--- src/rtl/frame_buffer_seq.sv ---
// frame_buffer_seq: sole master of the 24-bit frame buffer ports.
// LOAD assembles UART bytes (R,G,B) into pixels and writes them in raster
// order. PROCESS streams the frame back out over a valid/ready handshake
// with x/y coordinates, sof and eol markers.
// Optional build macro FB_RX_TIMEOUT_EN: discard a partial pixel after
// TIMEOUT_CYCLES idle cycles in LOAD. The port list is the same either way.
module frame_buffer_seq #(
    parameter int unsigned IMG_WIDTH      = 1280,
    parameter int unsigned IMG_HEIGHT     = 720,
    parameter int unsigned PIXEL_BITS     = 24,
    parameter int unsigned TIMEOUT_CYCLES = 100000,
    localparam int unsigned NPIX = IMG_WIDTH * IMG_HEIGHT,
    localparam int unsigned AW   = $clog2(NPIX),
    localparam int unsigned XW   = $clog2(IMG_WIDTH),
    localparam int unsigned YW   = $clog2(IMG_HEIGHT)
) (
    input  logic                  clk,
    input  logic                  reset,
    input  logic                  start,
    input  logic                  abort,
    input  logic [7:0]            rx_data,
    input  logic                  rx_valid,
    output logic [AW-1:0]         wr_addr,
    output logic [PIXEL_BITS-1:0] wr_data,
    output logic                  wr_en,
    output logic [AW-1:0]         rd_addr,
    input  logic [PIXEL_BITS-1:0] rd_data,
    output logic [PIXEL_BITS-1:0] pix_data,
    output logic                  pix_valid,
    input  logic                  pix_ready,
    output logic [XW-1:0]         pix_x,
    output logic [YW-1:0]         pix_y,
    output logic                  pix_sof,
    output logic                  pix_eol,
    output logic                  busy,
    output logic                  frame_done,
    output logic                  rx_overrun
);

    // Pixels are always three bytes; refuse any other configuration.
    if (PIXEL_BITS != 24 || TIMEOUT_CYCLES == 0) begin : g_bad_cfg
        $error("frame_buffer_seq: PIXEL_BITS must be 24 and TIMEOUT_CYCLES > 0");
    end

    localparam logic [AW-1:0] LAST_ADDR = AW'(NPIX - 1);
    localparam logic [XW-1:0] LAST_X    = XW'(IMG_WIDTH - 1);
    localparam logic [YW-1:0] LAST_Y    = YW'(IMG_HEIGHT - 1);

    typedef enum logic [1:0] {
        S_IDLE,
        S_LOAD,
        S_PROCESS,
        S_DONE
    } state_e;

    state_e                  state_q, state_d;
    logic [1:0]              byte_idx_q, byte_idx_d;
    logic [7:0]              r_q, r_d, g_q, g_d;
    logic [AW-1:0]           wr_addr_q, wr_addr_d;
    logic [PIXEL_BITS-1:0]   wr_data_q, wr_data_d;
    logic                    wr_en_q, wr_en_d;
    logic [AW-1:0]           rd_addr_q, rd_addr_d;
    logic                    rd_inflight_q, rd_inflight_d;
    logic                    rd_done_q, rd_done_d;
    logic                    out_v_q, out_v_d;
    logic [PIXEL_BITS-1:0]   out_data_q, out_data_d;
    logic [XW-1:0]           out_x_q, out_x_d;
    logic [YW-1:0]           out_y_q, out_y_d;
    logic                    out_sof_q, out_sof_d;
    logic                    out_eol_q, out_eol_d;
    logic                    hold_v_q, hold_v_d;
    logic [PIXEL_BITS-1:0]   hold_data_q, hold_data_d;
    logic [XW-1:0]           nx_q, nx_d;
    logic [YW-1:0]           ny_q, ny_d;
    logic                    busy_q, busy_d;
    logic                    frame_done_q, frame_done_d;
    logic                    overrun_q, overrun_d;
`ifdef FB_RX_TIMEOUT_EN
    localparam int unsigned TW = $clog2(TIMEOUT_CYCLES + 1);
    logic [TW-1:0]           tmo_q, tmo_d;
`endif

    // Working signals of the read pipeline.
    logic                    pop;
    logic                    load_out;
    logic [PIXEL_BITS-1:0]   load_data;
    logic [1:0]              occ;

    // Next-state and datapath: FSM, byte assembly, read streaming with skid.
    always_comb begin
        // NOTE: every signal gets a default first so no path leaves one unassigned and infers a latch.
        state_d       = state_q;
        byte_idx_d    = byte_idx_q;
        r_d           = r_q;
        g_d           = g_q;
        wr_addr_d     = wr_addr_q;
        wr_data_d     = wr_data_q;
        wr_en_d       = 1'b0;
        rd_addr_d     = rd_addr_q;
        rd_inflight_d = 1'b0;
        rd_done_d     = rd_done_q;
        out_v_d       = out_v_q;
        out_data_d    = out_data_q;
        out_x_d       = out_x_q;
        out_y_d       = out_y_q;
        out_sof_d     = out_sof_q;
        out_eol_d     = out_eol_q;
        hold_v_d      = hold_v_q;
        hold_data_d   = hold_data_q;
        nx_d          = nx_q;
        ny_d          = ny_q;
        overrun_d     = overrun_q;
        load_out      = 1'b0;
        load_data     = rd_data;
        pop           = out_v_q & pix_ready;
        occ           = 2'(out_v_q) + 2'(hold_v_q) + 2'(rd_inflight_q);
`ifdef FB_RX_TIMEOUT_EN
        tmo_d         = '0;
`endif

        unique case (state_q)
            S_IDLE: begin
                if (rx_valid) overrun_d = 1'b1;
                if (start && !abort) begin
                    state_d    = S_LOAD;
                    wr_addr_d  = '0;
                    byte_idx_d = '0;
                    overrun_d  = 1'b0;
                end
            end

            S_LOAD: begin
                // Advance the pixel index once its write has been presented.
                if (wr_en_q) begin
                    if (wr_addr_q == LAST_ADDR) begin
                        state_d   = S_PROCESS;
                        rd_addr_d = '0;
                        rd_done_d = 1'b0;
                        nx_d      = '0;
                        ny_d      = '0;
                        out_v_d   = 1'b0;
                        hold_v_d  = 1'b0;
                    end else begin
                        wr_addr_d = wr_addr_q + 1'b1;
                    end
                end
                if (rx_valid) begin
                    unique case (byte_idx_q)
                        2'd0: begin
                            r_d        = rx_data;
                            byte_idx_d = 2'd1;
                        end
                        2'd1: begin
                            g_d        = rx_data;
                            byte_idx_d = 2'd2;
                        end
                        default: begin
                            wr_data_d  = {r_q, g_q, rx_data};
                            wr_en_d    = 1'b1;
                            byte_idx_d = 2'd0;
                        end
                    endcase
                end
`ifdef FB_RX_TIMEOUT_EN
                // Idle counter restarts on every byte; on expiry a partial pixel is dropped.
                if (!rx_valid) begin
                    if (tmo_q == TW'(TIMEOUT_CYCLES - 1)) begin
                        tmo_d      = '0;
                        byte_idx_d = 2'd0;
                    end else begin
                        tmo_d = tmo_q + 1'b1;
                    end
                end
`endif
            end

            S_PROCESS: begin
                if (rx_valid) overrun_d = 1'b1;
                // Issue a read only if its data is guaranteed a slot (output or hold).
                if (!rd_done_q && (occ < 2'd2 || (occ == 2'd2 && pop))) begin
                    rd_inflight_d = 1'b1;
                    if (rd_addr_q == LAST_ADDR) rd_done_d = 1'b1;
                    else                        rd_addr_d = rd_addr_q + 1'b1;
                end
                if (!out_v_q || pop) begin
                    if (hold_v_q) begin
                        load_out    = 1'b1;
                        load_data   = hold_data_q;
                        hold_v_d    = rd_inflight_q;
                        hold_data_d = rd_data;
                    end else if (rd_inflight_q) begin
                        load_out  = 1'b1;
                        load_data = rd_data;
                    end else begin
                        out_v_d = 1'b0;
                    end
                end else if (rd_inflight_q) begin
                    hold_v_d    = 1'b1;
                    hold_data_d = rd_data;
                end
                if (load_out) begin
                    out_v_d    = 1'b1;
                    out_data_d = load_data;
                    out_x_d    = nx_q;
                    out_y_d    = ny_q;
                    out_sof_d  = (nx_q == '0) && (ny_q == '0);
                    out_eol_d  = (nx_q == LAST_X);
                    if (nx_q == LAST_X) begin
                        nx_d = '0;
                        ny_d = ny_q + 1'b1;
                    end else begin
                        nx_d = nx_q + 1'b1;
                    end
                end
                if (pop && out_x_q == LAST_X && out_y_q == LAST_Y) begin
                    state_d       = S_DONE;
                    out_v_d       = 1'b0;
                    hold_v_d      = 1'b0;
                    rd_inflight_d = 1'b0;
                end
            end

            default: begin
                if (rx_valid) overrun_d = 1'b1;
                state_d = S_IDLE;
            end
        endcase

        // abort wins over everything, including a coincident start.
        if (abort) begin
            state_d       = S_IDLE;
            byte_idx_d    = 2'd0;
            wr_en_d       = 1'b0;
            out_v_d       = 1'b0;
            hold_v_d      = 1'b0;
            rd_inflight_d = 1'b0;
        end

        busy_d       = (state_d == S_LOAD) || (state_d == S_PROCESS);
        frame_done_d = (state_d == S_DONE);
    end

    // State and datapath registers.
    always_ff @(posedge clk or negedge reset) begin
        if (!reset) begin
            // NOTE: data registers are reset as well so every output reads 0 after reset; this block holds no memory array.
            state_q       <= S_IDLE;
            byte_idx_q    <= '0;
            r_q           <= '0;
            g_q           <= '0;
            wr_addr_q     <= '0;
            wr_data_q     <= '0;
            wr_en_q       <= 1'b0;
            rd_addr_q     <= '0;
            rd_inflight_q <= 1'b0;
            rd_done_q     <= 1'b0;
            out_v_q       <= 1'b0;
            out_data_q    <= '0;
            out_x_q       <= '0;
            out_y_q       <= '0;
            out_sof_q     <= 1'b0;
            out_eol_q     <= 1'b0;
            hold_v_q      <= 1'b0;
            hold_data_q   <= '0;
            nx_q          <= '0;
            ny_q          <= '0;
            busy_q        <= 1'b0;
            frame_done_q  <= 1'b0;
            overrun_q     <= 1'b0;
`ifdef FB_RX_TIMEOUT_EN
            tmo_q         <= '0;
`endif
        end else begin
            // NOTE: non-blocking so every register samples pre-edge values, independent of statement order.
            state_q       <= state_d;
            byte_idx_q    <= byte_idx_d;
            r_q           <= r_d;
            g_q           <= g_d;
            wr_addr_q     <= wr_addr_d;
            wr_data_q     <= wr_data_d;
            wr_en_q       <= wr_en_d;
            rd_addr_q     <= rd_addr_d;
            rd_inflight_q <= rd_inflight_d;
            rd_done_q     <= rd_done_d;
            out_v_q       <= out_v_d;
            out_data_q    <= out_data_d;
            out_x_q       <= out_x_d;
            out_y_q       <= out_y_d;
            out_sof_q     <= out_sof_d;
            out_eol_q     <= out_eol_d;
            hold_v_q      <= hold_v_d;
            hold_data_q   <= hold_data_d;
            nx_q          <= nx_d;
            ny_q          <= ny_d;
            busy_q        <= busy_d;
            frame_done_q  <= frame_done_d;
            overrun_q     <= overrun_d;
`ifdef FB_RX_TIMEOUT_EN
            tmo_q         <= tmo_d;
`endif
        end
    end

    assign wr_addr    = wr_addr_q;
    assign wr_data    = wr_data_q;
    assign wr_en      = wr_en_q;
    assign rd_addr    = rd_addr_q;
    assign pix_data   = out_data_q;
    assign pix_valid  = out_v_q;
    assign pix_x      = out_x_q;
    assign pix_y      = out_y_q;
    assign pix_sof    = out_sof_q;
    assign pix_eol    = out_eol_q;
    assign busy       = busy_q;
    assign frame_done = frame_done_q;
    assign rx_overrun = overrun_q;

endmodule

--- config.mk ---
export PLATFORM = sky130hd
export DESIGN_NAME = frame_buffer_seq
export DESIGN_NICKNAME = d
export VERILOG_FILES = /design/src/rtl/frame_buffer_seq.sv
export SDC_FILE = /design/constraint.sdc
export NUM_CORES = 1
export LEC_CHECK = 0
export BUFFER_PORTS_ARGS = -buffer_cell sky130_fd_sc_hd__buf_2
export CAP_MARGIN = 10
export CORE_MARGIN = 3
export CORE_UTILIZATION = 25
export DETAILED_ROUTE_END_ITERATION = 10
export PLACE_DENSITY_LB_ADDON = 0.15
export REMOVE_ABC_BUFFERS = 1
export SLEW_MARGIN = 0
export SYNTH_ARGS = -nofsm -noshare
export SYNTH_HDL_FRONTEND = slang
export SYNTH_SLANG_ARGS = --single-unit
--- constraint.sdc ---
create_clock -name clk -period 6.4 [get_ports clk]
set_input_delay 0.64 -clock clk [delete_from_list [all_inputs] [get_ports clk]]
set_output_delay 0.64 -clock clk [all_outputs]
set_load 0.02 [all_outputs]
==> results_dict.tcl <==
set metrics [dict create \
    outcome "completed" \
    critPathKind "register to register" \
    p_clk_frac 0.413 \
    drtIter0Drc 311 \
    h-tree-depth 4 \
    synth_cells 788 \
    yosys_warnings 0 \
    syn_to_final_growth_pct 21.4 \
    row_count 66 \
    hold_class "primary input to asynchronous set/reset pin" \
    grt_max_degree 83 \
    synth_area_per_cell_um2 10.8 \
    post-route-drc-count 0 \
    irDropWorstVdd_uv 176 \
    rsz0062_at_grt "no" \
    synth_cell_types 58 \
    ys.flop_type "dfrtp_1" \
    cts_inserted_buffers 17 \
    cts_tree "done" \
    clk_latency_ns 0.44 \
    grt_pass1_vias 6604 \
    relSlewSlack 0.236 \
    netSwitchingFraction 0.265 \
    drive_above_1_share 0.288 \
    max-cap-violations 0 \
    fin_crit_sh 0.474 \
    grt_usage 0.133 \
    gp_congestion 0.755 \
    grt_antenna_before_repair 1 \
    max_clock_freq_ghz 0.330 \
    synth_top_area_share 0.543 \
    cts_resized 0 \
    p_int_mw 1.82 \
    synth-seq-cells 184 \
    cts.sinks 184 \
    die_h_um 190 \
    hold_violations 0 \
    power_frac_seq 0.508 \
    clock_skew_ns 0.0122 \
    start_util 0.257 \
    portBuffers 153 \
    firstDrtPassIters 4 \
    netlist_top_cells_area "dfrtp_1 54%, mux2_2 8.9%, nand2_1 5.1%" \
    io_pins 154 \
    postPlaceCellArea_um2 9740 \
    power_density_nw_per_um2 241 \
    die_x_um 190 \
    synth_enable_flop_cells 0 \
    cts.clk_slew.worst_paths_ns 0.08 \
    vias_per_cell 4.67 \
    r2r_setup_slack_ns 3.37 \
    core_area_um2 32900 \
    hold_buffers 0 \
    tightest_slew_ns 1.14 \
    crit_arrival_ns 3.39 \
    yosysMostFrequentCell "dfrtp_1" \
    cp-start-kind "register" \
    routed_wl_mm 23.4 \
    setup_viol 0 \
    tns_ns 0 \
    slew_violations 0 \
    seqCellArea_um2 4600 \
    num_vias 6473 \
    worst_ep_required_time_ns 6.76 \
    fillers 3459 \
    grt_pass1_wl_mm 37.9 \
    p_comb_frac 0.079 \
    post-cts-setup-buffers 0 \
    netlist_area_um2 8480 \
    crit_fanout 29 \
    synthArstFlopShare 1.00 \
    post-dp-hpwl_mm 16.2 \
    leakagePower_nw 4.95 \
    synthTopCellsByCount "184 x dfrtp_1, 116 x nand2_1, 67 x mux2_2" \
    design_power_total_mw 2.48 \
    grt_remaining_overflow 0 \
    diodes 0 \
    p_sw_mw 0.658 \
    synth_top_area_cell "dfrtp_1" \
    cts_buffer_depth 2 \
    cts_root_buf "clkbuf_16" \
    final_cell_area_um2 10300 \
    multiInputGateArea_um2 3680 \
    worst_setup_path_end_kind "register" \
    min_period_ns 3.03 \
    ant_nets 0 \
    layout.nets 978 \
    dieArea_um2 36200 \
    synth_seq_area_share 0.543 \
    avgRoutedWirePerCell_um 16.9 \
]
==> kinds of logic (layout without fill, tap and decap cells) <==
| logic type | count (synthesis) | in the layout | share of synthesized area |
|---|---|---|---|
| adder cells (fa/ha/maj) | 8 | 8 | 0.0127 |
| flip-flops | 184 | 184 | 0.543 |
| XOR/XNOR | 14 | 14 | 0.0145 |
| AO/OA/AOI/OAI | 141 | 141 | 0.103 |
| buffers and inverters | 53 | 210 | 0.0248 |
| AND/OR/NAND/NOR | 291 | 291 | 0.177 |
| multiplexers | 97 | 97 | 0.125 |
==> layout make-up <==
cell class                 instances  area share
clock inverter                    14      0.0112
sequential                       184       0.447
tap                              442      0.0537
clock buffer                      18      0.0427
inverter                          15     0.00547
multi-input combinational        551       0.357
timing repair buffer             163      0.0825
==> cell usage in the layout, fill, tap and decap left out, types with 4 or more instances in the layout <==
cell	Yosys	layout
dfrtp_1	184	184
buf_2	3	152
nand2_1	116	116
mux2_2	67	67
o21ai_0	52	52
nor2_1	39	39
a21oi_1	34	33
mux2i_1	29	29
or4_1	19	19
clkbuf_16	0	17
nand3_1	16	16
inv_1	15	15
nand4_1	15	15
or3_1	13	12
xor2_1	12	12
nor4_1	11	11
nor3_1	11	10
buf_4	0	10
o31ai_1	9	9
o211ai_1	8	8
and3_1	7	7
ha_1	7	7
nand2b_1	6	6
a31oi_1	6	6
o2111ai_1	6	6
nand4b_1	5	5
nor2b_1	5	5
o21ai_1	5	5
and4_1	4	4
and2_1	3	4
nor4b_1	4	4
clkinvlp_4	0	4
==> power groups by stage <==
stage / registers, mW / logic, mW / clock network (mW)
CTS: 1.26 / 0.203 / 1.07
finish: 1.26 / 0.196 / 1.03
floorplan: 1.32 / 0.0677 / 0
detailed placement: 1.28 / 0.203 / 0
global placement: 1.28 / 0.200 / 0
global route: 1.27 / 0.218 / 1.12
==> critical path, cell delays in order (launching register included) <==
cell	delay (ns)
dfrtp_1	0.46
inv_1	0.09
fa_1	0.54
a31oi_1	0.16
nor3_1	0.68
a21oi_1	0.08
buf_4	0.26
or4_1	0.53
a21oi_1	0.15
==> state kept, by name, indices dropped and copies added (netlist names), 2 cells and up <==
signal	flops
hold_data_q	24
pix_data	24
wr_data	24
rd_addr	20
wr_addr	20
nx_q	11
pix_x	11
ny_q	10
pix_y	10
g_q	8
r_q	8
byte_idx_q	2
state_q	2
==> final timing paths <==
check	start	to	cells past startpoint
worst max-delay path	pix_valid	rd_addr[19]	8
worst min-delay path	reset	wr_addr[5]	1
worst max register to register	pix_valid	rd_addr[19]	8
worst min register to register	pix_eol	pix_eol	1
max in group asynchronous	reset	ny_q[7]	2
min in group clk	rd_data[22]	hold_data_q[22]	2
==> stage by stage <==
step / setup WS [ns] / hold slack [ns] / util / cells
3_5_place_dp: 3.41 / 0.465 / 0.296 / 1355
6_report: 3.37 / 0.225 / 0.312 / 1387
2_1_floorplan: 3.05 / 0.344 / - / 750
5_1_grt: 3.10 / 0.255 / 0.312 / 1387
3_3_place_gp: 3.43 / 0.459 / 0.296 / 1355
4_1_cts: 3.39 / 0.252 / 0.312 / 1387
==> layer usage <==
layer / global-route usage / vias to the layer above / wire (um)
met5: 0 / - / 13
met4: 0.0299 / 2 / 208
met3: 0.0488 / 15 / 1690
met2: 0.206 / 133 / 10500
met1: 0.180 / 3184 / 11100
li1: - / 3139 / -
Power figures use the tool's default switching activity.
